## src/rtl/jeff_scan_mux_pkg.sv

```systemverilog
// Shared types and constants for the jeff_scan_mux channel selector.
// Holds the state enum, mode encodings and the disabled-output word helper.
package jeff_scan_mux_pkg;

  typedef enum logic [1:0] {
    DISABLED = 2'd0,
    MANUAL   = 2'd1,
    SCAN     = 2'd2
  } state_t;

  localparam logic MODE_MANUAL = 1'b0;
  localparam logic MODE_SCAN   = 1'b1;

  localparam int MAX_WIDTH = 1024;

  // Word with the low 'width' bits set; callers truncate to their own WIDTH.
  function automatic logic [MAX_WIDTH-1:0] all_ones(input int width);
    logic [MAX_WIDTH-1:0] r;
    r = '0;
    for (int i = 0; i < MAX_WIDTH; i++) begin
      if (i < width) r[i] = 1'b1;
    end
    return r;
  endfunction

endpackage

```

## src/rtl/jeff_dwell_counter.sv

```systemverilog
// Dwell-time up-counter: counts enabled cycles and pulses tc on the last one,
// wrapping to zero on that same edge. clr has priority over counting.
module jeff_dwell_counter #(
  parameter int MAX = 4
) (
  input  logic clk,
  input  logic rst_n,
  input  logic clr,
  input  logic en,
  output logic tc
);

  localparam int CNT_W = (MAX > 1) ? $clog2(MAX) : 1;
  localparam logic [CNT_W-1:0] LAST = CNT_W'(MAX - 1);

  logic [CNT_W-1:0] count_reg;

  assign tc = en && (count_reg == LAST);

  always_ff @(posedge clk or negedge rst_n) begin
    if (!rst_n) begin
      count_reg <= '0;
    end else if (clr || tc) begin
      count_reg <= '0;
    end else if (en) begin
      count_reg <= count_reg + CNT_W'(1);
    end
  end

endmodule

```

## src/rtl/jeff_scan_mux.sv

```systemverilog
// Registered N-channel selector with active-low enable, true/inverted outputs
// and an auto-scan mode that rotates through the channels with a fixed dwell.
module jeff_scan_mux
  import jeff_scan_mux_pkg::*;
#(
  parameter int CHANNELS = 8,
  parameter int WIDTH    = 8,
  parameter int DWELL    = 4,
  parameter int SEL_W    = $clog2(CHANNELS)
) (
  input  logic                      clk,
  input  logic                      rst_n,
  input  logic [CHANNELS*WIDTH-1:0] d,
  input  logic [SEL_W-1:0]          sel,
  input  logic                      en_n,
  input  logic                      mode,
  input  logic                      hold,
  output logic [WIDTH-1:0]          y,
  output logic [WIDTH-1:0]          w,
  output logic [SEL_W-1:0]          ch,
  output logic                      valid,
  output logic                      wrap
);

  localparam logic [WIDTH-1:0] ONES    = WIDTH'(all_ones(WIDTH));
  localparam logic [SEL_W-1:0] LAST_CH = SEL_W'(CHANNELS - 1);

  state_t           state_reg, state_next;
  logic [SEL_W-1:0] ch_reg, ch_next;
  logic [WIDTH-1:0] y_reg, y_next;
  logic [WIDTH-1:0] w_reg;
  logic             valid_reg, valid_next;
  logic             wrap_reg, wrap_next;

  logic             scan_run;
  logic             dwell_tc;
  logic [SEL_W-1:0] pick;
  logic [WIDTH-1:0] pick_data;
  logic             pick_ok;

  // en_n dominates; otherwise mode alone picks the state from any state.
  always_comb begin
    state_next = state_reg;
    if (en_n) begin
      state_next = DISABLED;
    end else if (mode == MODE_SCAN) begin
      state_next = SCAN;
    end else begin
      state_next = MANUAL;
    end
  end

  // Only an uninterrupted stay in SCAN keeps the dwell count; entry restarts it.
  assign scan_run = (state_reg == SCAN) && (state_next == SCAN);

  jeff_dwell_counter #(
    .MAX (DWELL)
  ) u_dwell (
    .clk   (clk),
    .rst_n (rst_n),
    .clr   (!scan_run),
    .en    (scan_run && !hold),
    .tc    (dwell_tc)
  );

  always_comb begin
    ch_next    = ch_reg;
    wrap_next  = 1'b0;
    pick       = sel;
    y_next     = ONES;
    valid_next = 1'b0;

    unique case (state_next)
      MANUAL: begin
        ch_next = sel;
        pick    = sel;
      end
      SCAN: begin
        if (!scan_run) begin
          ch_next = '0;
        end else if (dwell_tc) begin
          if (ch_reg == LAST_CH) begin
            ch_next   = '0;
            wrap_next = 1'b1;
          end else begin
            ch_next = ch_reg + SEL_W'(1);
          end
        end
        pick = ch_next;
      end
      default: ;
    endcase

    // An index past the last channel matches nothing and yields zero data.
    pick_data = '0;
    pick_ok   = 1'b0;
    for (int k = 0; k < CHANNELS; k++) begin
      if (pick == SEL_W'(k)) begin
        pick_data = d[k*WIDTH +: WIDTH];
        pick_ok   = 1'b1;
      end
    end

    if (state_next != DISABLED) begin
      y_next     = pick_data;
      valid_next = pick_ok;
    end
  end

  always_ff @(posedge clk or negedge rst_n) begin
    if (!rst_n) begin
      state_reg <= DISABLED;
      ch_reg    <= '0;
      y_reg     <= ONES;
      w_reg     <= '0;
      valid_reg <= 1'b0;
      wrap_reg  <= 1'b0;
    end else begin
      state_reg <= state_next;
      ch_reg    <= ch_next;
      y_reg     <= y_next;
      w_reg     <= ~y_next;
      valid_reg <= valid_next;
      wrap_reg  <= wrap_next;
    end
  end

  assign y     = y_reg;
  assign w     = w_reg;
  assign ch    = ch_reg;
  assign valid = valid_reg;
  assign wrap  = wrap_reg;

endmodule

```

## config.mk

```make
export PLATFORM = sky130hd
export DESIGN_NAME = jeff_scan_mux
export DESIGN_NICKNAME = d
export VERILOG_FILES = /design/src/rtl/jeff_scan_mux_pkg.sv /design/src/rtl/jeff_dwell_counter.sv /design/src/rtl/jeff_scan_mux.sv
export SDC_FILE = /design/constraint.sdc
export NUM_CORES = 1
export LEC_CHECK = 0
export CORE_UTILIZATION = 41
export CTS_BUF_LIST = sky130_fd_sc_hd__clkbuf_16
export DETAILED_ROUTE_END_ITERATION = 7
export PLACE_DENSITY = 0.78
export SLEW_MARGIN = 20
export SYNTH_ARGS = -nofsm -noshare
export SYNTH_HDL_FRONTEND = slang
export SYNTH_HIERARCHICAL = 1
export SYNTH_SLANG_ARGS = --single-unit
```

## constraint.sdc

```tcl
create_clock -name clk -period 3.51 [get_ports clk]
set_clock_uncertainty 0.05 [all_clocks]
set_input_delay 0.5265 -clock clk [delete_from_list [all_inputs] [get_ports clk]]
set_output_delay 0.5265 -clock clk [all_outputs]
set_load 0.01 [all_outputs]
```

==> results.sh <==
export IMPL_clkPwrFrac_pct=26.5
export IMPL_grt_pass1_vias=2082
export IMPL_yosys_cell_types_count=36
export IMPL_timing_final_crit_period_ns=3.20
export IMPL_place_congestion=0.853
export IMPL_synth_top_cells_by_count="nand4_1, a21oi_1, dfrtp_1"
export IMPL_setup_worst_path_end_class="flip-flop"
export IMPL_async_reset_ff_share_pct=100
export IMPL_combPwrFrac_pct=38.5
export IMPL_cts_setup_buffers=0
export IMPL_cp_required_ns=3.64
export IMPL_cp_num_buf_inv=3
export IMPL_grt_use_total_pct=25.6
export IMPL_dieWidth_microns=71.1
export IMPL_synth_most_common_cell="nand4_1"
export IMPL_hold_buffers=0
export IMPL_ys_seq_area_share_pct=32.5
export IMPL_diodes=0
export IMPL_synth_edf_count=0
export IMPL_power_frac_seq_pct=34.9
export IMPL_tightest_slew_ns=0.835
export IMPL_worstPathCellList="clkdlybuf4s50_1 -> and4bb_1 -> inv_1 -> nor2_1 -> and2_1 -> mux2_4 -> a22o_1 -> buf_4 -> mux2i_1 -> o21ai_1 -> or4b_1"
export IMPL_numPortBuffers=92
export IMPL_cts_root_buf="clkbuf_16"
export IMPL_nets=378
export IMPL_post_dp_hpwl_mm=4.62
export IMPL_cts_htree_levels=1
export IMPL_cts_tree="built"
export IMPL_drive_above_1_share_pct=18.0
export IMPL_p_int_uw=687
export IMPL_synth_area_top_cells="dfrtp_1, dfstp_2, nand4_1"
export IMPL_yosysTopAreaCellShare_pct=21.7
export IMPL_hold_path_class="reg2reg"
export IMPL_power_uw=975
export IMPL_vias=2060
export IMPL_hold_viol_final=0
export IMPL_cts_buffer_depth=2
export IMPL_die_h_microns=71.1
export IMPL_fin_crit_sh_pct=91.1
export IMPL_final_area_sq_mm=0.00305
export IMPL_r2r_cells=10
export IMPL_syn_area_sq_mm=0.00196
export IMPL_crit_type="in2reg"
export IMPL_min_path_cells=1
export IMPL_grt_max_degree=26
export IMPL_ir_worst_vdd_v=0.000287
export IMPL_vias_per_cell=5.85
export IMPL_finalMaxSlewViolations=0
export IMPL_startpoint_type="input port"
export IMPL_syn_avg_cell_area_sq_um=9.55
export IMPL_drc=9
export IMPL_cts_buffers=3
export IMPL_fmax_ghz=0.313
export IMPL_finalSetupViolations=0
export IMPL_syn_nets=282
export IMPL_drt_pre_antenna_iters=6
export IMPL_coreArea_sq_mm=0.00447
export IMPL_p_sw_share_pct=29.5
export IMPL_p_switching_uw=288
export IMPL_io_pins=93
export IMPL_crit_fanout=15
export IMPL_cts_sinks=25
export IMPL_clkTransAtPathRegs_ns=0.07
export IMPL_syn_inst=205
export IMPL_cp_top_family="simple AND/OR/NAND/NOR gates"
export IMPL_yosys_warnings=6
export IMPL_die_area_sq_mm=0.00506
export IMPL_routedWlPerCell_microns=17.4
export IMPL_power_density_mw_per_mm2=320
export IMPL_clock_latency_ns=0.26
export IMPL_violations="DRC"
export IMPL_status="finished, violations left"
export IMPL_yosys_area_top_type="dfrtp_1"
export IMPL_gr_total_overflow=0
export IMPL_rsz0062_at_grt="false"
export IMPL_max_cap_violations=0
export IMPL_drtIter0Drc=253
export IMPL_critical_path_depth=11
export IMPL_critical_path_slowest_cell="clkdlybuf4s50_1"
export IMPL_drt_wl_total_mm=6.14
export IMPL_ys_ff_latch=25
export IMPL_syn2layout_area_growth_pct=55.7
export IMPL_post_cts_resized=0
export IMPL_place_area_sq_mm=0.00297
export IMPL_arrival_ns=3.32
export IMPL_ant_nets=0
export IMPL_grt_pass1_wl_mm=10.1
export IMPL_initial_utilization_pct=43.8
export IMPL_slowest_delay_ns=0.49
export IMPL_p_leak_uw=0.00122
export IMPL_fp_row_count=24
export IMPL_synthFlopType="dfrtp_1"
export IMPL_slew_headroom_pct=44.3
export IMPL_antenna_found_initial=0
export IMPL_fin_tns_setup_ns=0
-- logic make-up after synthesis --
| logic type | share of synthesized area (%) |
|---|---|
| simple gates | 35.0 |
| compound gates | 16.5 |
| flops | 32.5 |
| buf+inv | 6.77 |
| mux | 5.62 |
| fa+ha+maj | 3.19 |
| xor+xnor | 0.447 |
-- final timing paths --
| kind | start | to | slack, ns |
|---|---|---|---|
| max | mode | y[5]$_DFF_PN1_ | 0.31 |
| min | u_dwell/count_reg[1]$_DFFE_PN0P_ | u_dwell/count_reg[1]$_DFFE_PN0P_ | 0.45 |
| max in group asynchronous | rst_n | y[2]$_DFF_PN1_ | 2.52 |
| min in group asynchronous | rst_n | w[6]$_DFF_PN0_ | 0.59 |
| min reg2reg | u_dwell/count_reg[1]$_DFFE_PN0P_ | u_dwell/count_reg[1]$_DFFE_PN0P_ | 0.45 |
| max reg2reg | state_reg[0]$_DFF_PN0_ | y[5]$_DFF_PN1_ | 0.66 |
-- power by group through the flow --
stage	Clock [uW]	Combinational, uW	Sequential (uW)
finish	259	376	341
global route	280	405	344
CTS	267	376	341
detailed placement	0	373	347
global placement	0	367	345
floorplan	0	163	361
-- stage by stage --
stage | std cells | util, % | worst slack (ns) | hold slack [ns]
final | 352 | 68.1 | 0.312 | 0.449
after global routing | 352 | 68.1 | 0.148 | 0.487
after CTS | 352 | 68.1 | 0.324 | 0.457
after detailed placement | 348 | 66.4 | 0.0644 | 0.441
after global placement | 348 | 66.4 | 0.164 | 0.431
after floorplan | 205 | - | 0.145 | 0.181
-- cells in the final DEF (no fill, tap or decap), types with 3 or more instances in the layout --
| master | count |
|---|---|
| a211oi_2 | 8 |
| a21oi_1 | 20 |
| buf_4 | 19 |
| clkbuf_16 | 3 |
| clkdlybuf4s50_1 | 92 |
| dfrtp_1 | 17 |
| dfstp_2 | 8 |
| ha_1 | 5 |
| inv_1 | 4 |
| mux2i_1 | 8 |
| nand2_1 | 9 |
| nand3_1 | 10 |
| nand4_1 | 24 |
| nand4b_1 | 16 |
| nor2_1 | 6 |
| nor3_2 | 8 |
| nor4b_1 | 8 |
| o21ai_1 | 7 |
| or4b_1 | 8 |
-- layer usage --
metal	up-vias	share of wire, %	wire length (microns)	global-route usage [%]
met5	-	0	0	0
li1	992	-	-	-
met2	82	50	3050	43.7
met3	4	7.5	462	4.70
met1	982	42	2590	33.7
met4	0	0.65	40	6.00
-- cell type report --
cell class | instances | area [sq um]
Fill cell | 361 | 1430
Multi-Input combinational cell | 156 | 1190
Timing Repair Buffer | 111 | 1060
Sequential cell | 25 | 636
Clock buffer | 3 | 75.1
Tap cell | 52 | 65.1
Inverter | 4 | 15.0
Clock inverter | 1 | 5.00
(Power assumes the default switching activity.)
